File: src/rtl/cdc_bus_fifo_responder.sv
// Peripheral-side responder for the clock-domain-crossed CPU bus: a 4-register
// window with registered reads and a TX FIFO drained over a valid/ready stream.
module cdc_bus_fifo_responder #(
   parameter logic [31:0] base_address = 32'h0000_9000,
   parameter int unsigned data_width   = 32,
   parameter int unsigned fifo_depth   = 4
) (
   input  logic                  clk_i,
   input  logic                  reset_i,
   input  logic                  cpu_reset_i,
   input  logic [31:0]           address_i,
   input  logic [data_width-1:0] data_i,
   input  logic                  we_i,
   output logic [data_width-1:0] data_o,
   output logic                  module_busy_o,
   output logic [data_width-1:0] m_data_o,
   output logic                  m_valid_o,
   input  logic                  m_ready_i,
   output logic                  irq_o
);

   localparam int unsigned ptr_w = $clog2(fifo_depth);
   localparam int unsigned cnt_w = ptr_w + 1;
   localparam logic [cnt_w-1:0] full_lvl = cnt_w'(fifo_depth);

   logic                  en_q, en_d, ie_q, ie_d, ovf_q, ovf_d;
   logic                  pending_q, pending_d, we_q;
   logic [data_width-1:0] pend_data_q, pend_data_d;
   logic [data_width-1:0] mem_q [fifo_depth];
   logic [ptr_w-1:0]      wr_ptr_q, wr_ptr_d, rd_ptr_q, rd_ptr_d;
   logic [cnt_w-1:0]      count_q, count_d;
   logic [data_width-1:0] data_q, m_data_q;
   logic                  busy_q, m_valid_q, irq_q;

   logic                  rst, hit, wr, wr_ctrl, wr_tx, wr_clr, flush;
   logic                  full, empty, pop, push, push_pend;
   logic [1:0]            offset;
   logic [data_width-1:0] push_data, rdata, head_d;
   logic                  unused_addr;

   assign unused_addr   = ^address_i[1:0];
   assign data_o        = data_q;
   assign module_busy_o = busy_q;
   assign m_data_o      = m_data_q;
   assign m_valid_o     = m_valid_q;
   assign irq_o         = irq_q;

   // Decode, FIFO/pending bookkeeping and read mux
   always_comb begin
      rst         = reset_i | cpu_reset_i;
      hit         = (address_i[31:4] == base_address[31:4]);
      offset      = address_i[3:2];
      wr          = we_i & ~we_q & hit;
      wr_ctrl     = wr & (offset == 2'd0);
      wr_tx       = wr & (offset == 2'd2);
      wr_clr      = wr & (offset == 2'd3);
      flush       = wr_ctrl & data_i[1];
      full        = (count_q == full_lvl);
      empty       = (count_q == '0);
      pop         = m_valid_q & m_ready_i;
      push_pend   = pending_q & (~full | pop) & ~flush;
      push        = push_pend | (wr_tx & ~full & ~pending_q & ~flush);
      push_data   = pending_q ? pend_data_q : data_i;

      en_d        = en_q;
      ie_d        = ie_q;
      ovf_d       = ovf_q;
      pending_d   = pending_q;
      pend_data_d = pend_data_q;
      wr_ptr_d    = wr_ptr_q;
      rd_ptr_d    = rd_ptr_q;
      count_d     = count_q + cnt_w'(push) - cnt_w'(pop);

      if (wr_ctrl) begin
         en_d = data_i[0];
         ie_d = data_i[2];
      end
      if (wr_clr && data_i[0]) ovf_d = 1'b0;
      // A second TX write while one is already parked is a protocol violation
      if (wr_tx && pending_q) ovf_d = 1'b1;
      if (push_pend) pending_d = 1'b0;
      if (wr_tx && full && !pending_q) begin
         pending_d   = 1'b1;
         pend_data_d = data_i;
      end
      if (push) wr_ptr_d = wr_ptr_q + ptr_w'(1);
      if (pop)  rd_ptr_d = rd_ptr_q + ptr_w'(1);
      if (flush) begin
         if (pending_q) ovf_d = 1'b1;
         pending_d = 1'b0;
         wr_ptr_d  = '0;
         rd_ptr_d  = '0;
         count_d   = '0;
      end

      // Head after this edge; bypass when the word being pushed becomes the head
      head_d = (push && (wr_ptr_q == rd_ptr_d)) ? push_data : mem_q[rd_ptr_d];

      rdata = '0;
      if (hit) begin
         case (offset)
            2'd0: begin
               rdata[0] = en_q;
               rdata[2] = ie_q;
            end
            2'd1: begin
               rdata[4:0] = 5'(count_q);
               rdata[8]   = empty;
               rdata[9]   = full;
               rdata[10]  = ovf_q;
               rdata[11]  = pending_q;
            end
            default: ;
         endcase
      end
   end

   always_ff @(posedge clk_i) begin
      if (rst) begin
         en_q        <= 1'b0;
         ie_q        <= 1'b0;
         ovf_q       <= 1'b0;
         pending_q   <= 1'b0;
         pend_data_q <= '0;
         we_q        <= 1'b0;
         wr_ptr_q    <= '0;
         rd_ptr_q    <= '0;
         count_q     <= '0;
         data_q      <= '0;
         busy_q      <= 1'b0;
         m_data_q    <= '0;
         m_valid_q   <= 1'b0;
         irq_q       <= 1'b0;
         for (int i = 0; i < int'(fifo_depth); i++) mem_q[i] <= '0;
      end else begin
         en_q        <= en_d;
         ie_q        <= ie_d;
         ovf_q       <= ovf_d;
         pending_q   <= pending_d;
         pend_data_q <= pend_data_d;
         we_q        <= we_i;
         wr_ptr_q    <= wr_ptr_d;
         rd_ptr_q    <= rd_ptr_d;
         count_q     <= count_d;
         data_q      <= rdata;
         busy_q      <= pending_d;
         m_data_q    <= head_d;
         m_valid_q   <= en_d & (count_d != '0);
         irq_q       <= ovf_d | (ie_d & (count_d == '0));
         if (push) mem_q[wr_ptr_q] <= push_data;
      end
   end

endmodule

File: config.mk
export PLATFORM = sky130hd
export DESIGN_NAME = cdc_bus_fifo_responder
export DESIGN_NICKNAME = d
export VERILOG_FILES = /design/src/rtl/cdc_bus_fifo_responder.sv
export SDC_FILE = /design/constraint.sdc
export NUM_CORES = 1
export LEC_CHECK = 0
export CAP_MARGIN = 25
export CORE_MARGIN = 2
export CORE_UTILIZATION = 45
export DETAILED_ROUTE_END_ITERATION = 12
export PLACE_DENSITY_LB_ADDON = 0.15
export SKIP_CTS_REPAIR_TIMING = 1
export SLEW_MARGIN = 40
export SYNTH_ARGS = -nofsm -noshare
export SYNTH_HDL_FRONTEND = slang
export SYNTH_SLANG_ARGS = --single-unit
File: constraint.sdc
create_clock -name clk_i -period 6.2 [get_ports clk_i]
set_clock_uncertainty 0.05 [all_clocks]
set_input_delay 0.93 -clock clk_i [delete_from_list [all_inputs] [get_ports clk_i]]
set_output_delay 0.93 -clock clk_i [all_outputs]
set_load 0.01 [all_outputs]
# [After elaboration in Yosys (flattened, before gate mapping)]
# Memory sizes are Yosys's and may differ from the RTL's. A register that Yosys moved wholly into a read port is not among the register bits.
# Index checks and enable logic that the tools add are counted.
# W data, S select, Z words.
[totals] wordCells=85 ff_bits=78 mem_bits_rw=128 input_bits=69 mem_count=1
[mem_list] memory="mem_q" words=4 word_bits=32 rd=1 rd_clocked_by_memory_dff=1 write_ports=4 line="29" rtl="logic [data_width-1:0] mem_q [fifo_depth];"
[op_classes] mux=22 reduce_logical=14 eq_ne=5 n_addsub=4 bitwise=24
[ops] cell="$mux W32" count=2
[ops] cell="$reduce_or A32 Y1" count=1
[ops] cell="$eq A28 B12 Y1 const B" count=1
[ops] cell="$and A1 B1 Y1" count=14
[ops] cell="$mux W1" count=14
[ops] cell="$logic_not A3 Y1" count=2
[ops] cell="$mux W2" count=3
[ops] cell="$not A1 Y1" count=6
[ops] cell="$add A2 B1 Y2 const B" count=2
[ops] cell="$eq A2 B2 Y1 const B" count=2
[ops] cell="$logic_and A1 B1 Y1" count=4
[ops] cell="$or A1 B1 Y1" count=4
[ops] cell="$pmux W1 S2" count=2
[ops] cell="$reduce_or A2 Y1" count=2
[ops] cell="$add A3 B1 Y3" count=1
[ops] cell="$eq A3 B3 Y1 const B" count=1
[ops] cell="$mux W3" count=1
[ops] cell="$reduce_bool A3 Y1" count=1
[ops] cell="$reduce_or A3 Y1" count=1
[ops] cell="$sub A3 B1 Y3" count=1
[ops] cell="$eq A2 B1 Y1 const B" count=1
[ops] cell="$logic_not A2 Y1" count=1
[ops] cell="$reduce_bool A2 Y1" count=1
[ops] cell="$logic_not A1 Y1" count=1

# [Depth between registers and ports, before layout]
[depth] word_depth=14 ltp_mapped=14 ltp_nobuf=13

# [Worst setup path after synthesis]
# Ideal clock, no wire load.
[synth_timing] path_type="input-to-reg" start="input port address_i[6]" end="memory mem_q[2][0], enable pin" setup_time_ns=0.466 stages=6 arrival_ns=4.588 path_slack_ns=1.096 path_cell_list="nor4_2 nand4_2 or4b_4 o22a_2 buf_6 o21ai_0"
[synth_lines] element="from (decl)" line="11" rtl="input logic [31:0] address_i,"
[synth_lines] element="to (decl)" line="29"

# [Worst setup path after layout]
[layout_timing] start="input port address_i[17]" end="register irq_q, in the netlist irq_o"
[layout_via] elab_chain_len=13
[layout_rtl] element="$eq A28 B12 Y1 (*)" line="51" rtl="hit = (address_i[31:4] == base_address[31:4]);"
[layout_rtl] element="$and A1 B1 Y1 (*)" line="53" rtl="wr = we_i & ~we_q & hit;"
[layout_rtl] element="$and A1 B1 Y1 (on tied branches)" line="55, 54"
[layout_rtl] element="$and A1 B1 Y1 (on tied branches)" line="62, 57"
[layout_rtl] element="$and A1 B1 Y1 / $not A1 Y1 (equally long branches)" line="62, 61"
[layout_rtl] element="$and A1 B1 Y1 (on tied branches)" line="62, 61"
[layout_rtl] element="$or A1 B1 Y1" line="62" rtl="push = push_pend | (wr_tx & ~full & ~pending_q & ~flush);"
[layout_rtl] element="$add A3 B1 Y3" line="72" rtl="count_d = count_q + cnt_w'(push) - cnt_w'(pop);"
[layout_rtl] element="$sub A3 B1 Y3" line="72"
[layout_rtl] element="$mux W3" line="88" rtl="if (flush) begin"
[layout_rtl] element="$logic_not A3 Y1" line="149" rtl="irq_q <= ovf_d | (ie_d & (count_d == '0));"
[layout_rtl] element="$and A1 B1 Y1" line="149"
[layout_rtl] element="$or A1 B1 Y1 (*)" line="149"
[layout_rtl] element="to (signal assigned)" line="149"
[layout_rtl] element="to (decl)" line="33" rtl="logic busy_q, m_valid_q, irq_q;"
# Every way passes the cells marked *; elsewhere a longest branch is shown, timed or not.
# A chain may end at the register's enable or synchronous reset.

==> impl_results.md <==
- Status: finished, final reports clean
- P_int: 2.389 mW
- Final hold vios: 0
- Reg2Reg Capture Point: irq_o$_SDFF_PP0_
- EDFF count, synth: ~130
- CP endpoint kind: flip-flop
- Critical Path Source: address_i[17]
- Pleak: roughly 4.7 nW
- Clock transition at path regs: 0.06 ns
- CTS tree: yes
- Count of different cell masters after synthesis: slightly below 50
- Drt wl/cell: between 15 and 20 µm
- Vert. Die Dim: approximately 150 µm
- Slew at the pin closest to its max-slew limit: about 0.73 ns
- Synth Register Bits: 213
- Grt ovf: 0
- FF-to-FF path depth: 13
- IO Count: 136
- Fillcell total: ~1800
- Slowest-stage cell, CP: or4b_4
- Fin crit share: between 60% and 70%
- Largest net degree at the start of global routing: 66
- Crit path launch type: input pin
- Diodes inserted: 0
- Sw frac: between 20% and 30%
- All-Layer GR Usage: between 10% and 20%
- DRC viols: 0
- Netlist Area Pre-Place: roughly 9500 µm²
- Fin nets: slightly above 1000
- RR Startpoint: we_q$_SDFF_PP0_
- Via-per-instance ratio: 5.098
- Highest clock rate: approximately 0.23 GHz
- Critical path's top delay family: simple AND/OR/NAND/NOR gates
- Drt pass-1 iters: 4
- Sequential area share after synthesis: about three fifths
- Core area: approximately 21000 µm²
- Cells after Synth: about 850
- Port Buffers: 108
- Post-synth top flop: edfxtp_1
- Sequential share of power: 51.1%
- Worst setup path class: input pin to flip-flop
- Sink Count: about 210
- Die Wd: around 150 µm
- Worst relative slew slack: between 50 and 60%
- MaxCap Viol Count: 0
- # rows: 53
- Maximum VDD drop: between 0.15 and 0.2 mV
- Mean post-synth cell area: between 10 and 15 µm²
- WL final: between 20 and 25 mm
- Final period demand of the worst path: 4.259 ns
- Worst Path Required: between 6 and 7 ns
- Clock network fraction of design power: roughly 44%
- Detailed placer's ending HPWL: ~13 mm
- Vias: around 6300
- Area grow syn2layout: 20.59%
- Die Area: 22390 µm²
- Clock tree buffer depth: 3
- Initial DRC count: roughly 340
- Critical-path cell list: clkdlybuf4s50_1 > nor4b_2 > nand4_2 > or4b_4 > o22a_2 > ha_1 > inv_1 > ha_1 > fa_1 > xnor2_1 > xnor2_1 > a21oi_1 > nor3_1 > or2_2
- Clock root buffer master: clkbuf_16
- Critical path fanouts, max: 8
- Crit path arrival time: between 4 and 5 ns
- Most frequent cells in the layout: edfxtp_1 (128), nor2_1 (112), clkdlybuf4s50_1 (108)
- H-Tree Level Count: 1
- Sw power: between 0.6 and 0.7 mW
- Share of cells above drive strength 1: approximately 14%
- First-pass GRT wire length: between 30 and 40 mm
- CP Buf/Inv Count: 2
- WHS: 0.4003 ns
- Syn. warnings: 0
- Clk Latency, worst-skew pair: 0.51 ns
- Initial Util: between 40% and 50%
- Largest stage delay on the critical path: slightly above 0.6 ns
- Commonest non-fill, non-tap cell in the layout: edfxtp_1
- Global placer's final weighted congestion: slightly below 0.8
- Setup TNS: 0 ns
- Worst Hold End: pend_data_q[2]$_SDFFE_PP0P_
- Unrepaired setup endpoints after global routing: no
- Asr flop ratio synth: 0%
- WHS Path Cells: 2
- Vias in the first global route: about 6000
- Hold/Removal Path Class: flip-flop to flip-flop
- Num CTS Buffers: 24
- Cell Pwr Density: ~260 nW/µm²
- Initial antenna violation count: 1
- Worst Min Path Start: pend_data_q[2]$_SDFFE_PP0P_
- R2R Setup Slk: between 2 and 3 ns
- Final setup fails: 0
- Post-route ant nets: 0
- Comb power frac: 4.6%
- Final slew viol count: 0
power groups by stage:
stage | combinational, mW | sequential (mW) | clock (mW)
after floorplan | 0.0684 | 1.58 | 0
after global placement | 0.139 | 1.57 | 0
after detailed placement | 0.139 | 1.57 | 0
after CTS | 0.140 | 1.54 | 1.36
after global routing | 0.151 | 1.55 | 1.43
final | 0.139 | 1.54 | 1.34
worst register-to-register path: stages, from the launching register on:
cell	delay [ns]
dfxtp_1	0.29
or2b_1	0.26
nor3b_2	0.25
or4b_4	0.51
o22a_2	0.31
ha_1	0.30
inv_1	0.04
ha_1	0.19
fa_1	0.41
xnor2_1	0.15
xnor2_1	0.15
a21oi_1	0.19
nor3_1	0.06
or2_2	0.28
state kept, by name (all words and copies together) (netlist names):
name and count:
m_data_o 32, we_q 1, rd_ptr_q 2, pend_data_q 32
count_q 3, wr_ptr_q 2, data_o 7, en_q 1
ie_q 1, ovf_q 1, irq_o 1, m_valid_o 1
module_busy_o 1, mem_q 128
stage by stage:
step           utilization, %  total power, mW  area [µm²]  setup slack (ns)  std cells
6_report                55.11            3.018       11510             1.941       1240
5_1_grt                 55.11            3.122       11510             1.641       1240
3_5_place_dp            51.50            1.713       10760             1.387       1196
4_1_cts                 55.05            3.047       11500             1.900       1240
2_1_floorplan               -            1.644        9635             1.096        873
3_3_place_gp            51.47            1.711       10750             1.419       1196
layer usage:
| layer | global-route usage [%] | vias up | part of all wire, % |
|---|---|---|---|
| met1 | 27.26 | 3009 | 46 |
| met3 | 3.476 | 31 | 6.6 |
| li1 | - | 3076 | - |
| met4 | 5.286 | 0 | 2.2 |
| met2 | 30.46 | 206 | 45 |
| met5 | 0 | - | 0 |
final cells by class:
class                      instances  area [µm²]  area share (%)
tap                              275       344.1           2.989
inverter                          39       146.4           1.272
sequential                       213        5547           48.18
clock inverter                    12       78.83          0.6848
multi-input combinational        544        3512           30.51
clock buffer                      32       661.9           5.750
timing repair buffer             125        1221           10.61
how the worst max path moves through the flow:
| stage | cells past startpoint | slack (ns) | end |
|---|---|---|---|
| after detailed placement | 14 | 1.39 | irq_o$_SDFF_PP0_ |
| after floorplan | 6 | 1.10 | mem_q[2][0]$_SDFFCE_PN0P_ |
| final | 14 | 1.94 | irq_o$_SDFF_PP0_ |
| after global placement | 14 | 1.42 | irq_o$_SDFF_PP0_ |
| after CTS | 14 | 1.90 | irq_o$_SDFF_PP0_ |
| after global routing | 14 | 1.64 | irq_o$_SDFF_PP0_ |
kinds of logic after synthesis:
logic type	Yosys count	share of synthesized area [%]
other cells	1	0.03929
simple gates	293	14.17
fa+ha+maj	3	0.4719
mux	132	14.26
buf+inv	116	6.777
flops	213	58.09
compound gates	86	5.728
xor+xnor	5	0.4588
synthesized netlist by cell type, types with 2 or more instances:
cell,count,share of area [%]
a211oi_1,2,0.16
a21oi_1,36,1.9
and2_1,4,0.26
and3_1,3,0.20
buf_1,2,0.079
buf_12,3,0.63
buf_2,6,0.31
buf_4,26,2.0
buf_6,4,0.47
clkbuf_1,31,1.2
dfxtp_1,85,18
dlygate4sd1_1,3,0.28
dlygate4sd3_1,2,0.21
edfxtp_1,128,40
ha_1,2,0.26
inv_1,39,1.5
mux2_2,32,3.8
mux2i_1,100,10
nand2_1,106,4.2
nand3_1,2,0.10
nor2_1,114,4.5
nor3_1,5,0.26
nor4_1,5,0.33
nor4_2,2,0.26
o211ai_1,34,2.7
o21ai_0,6,0.31
o31ai_1,3,0.24
or2_2,36,2.4
or3_1,3,0.20
or4b_4,2,0.29
xnor2_1,5,0.46
No activity file was read; power rests on OpenSTA's default activity.
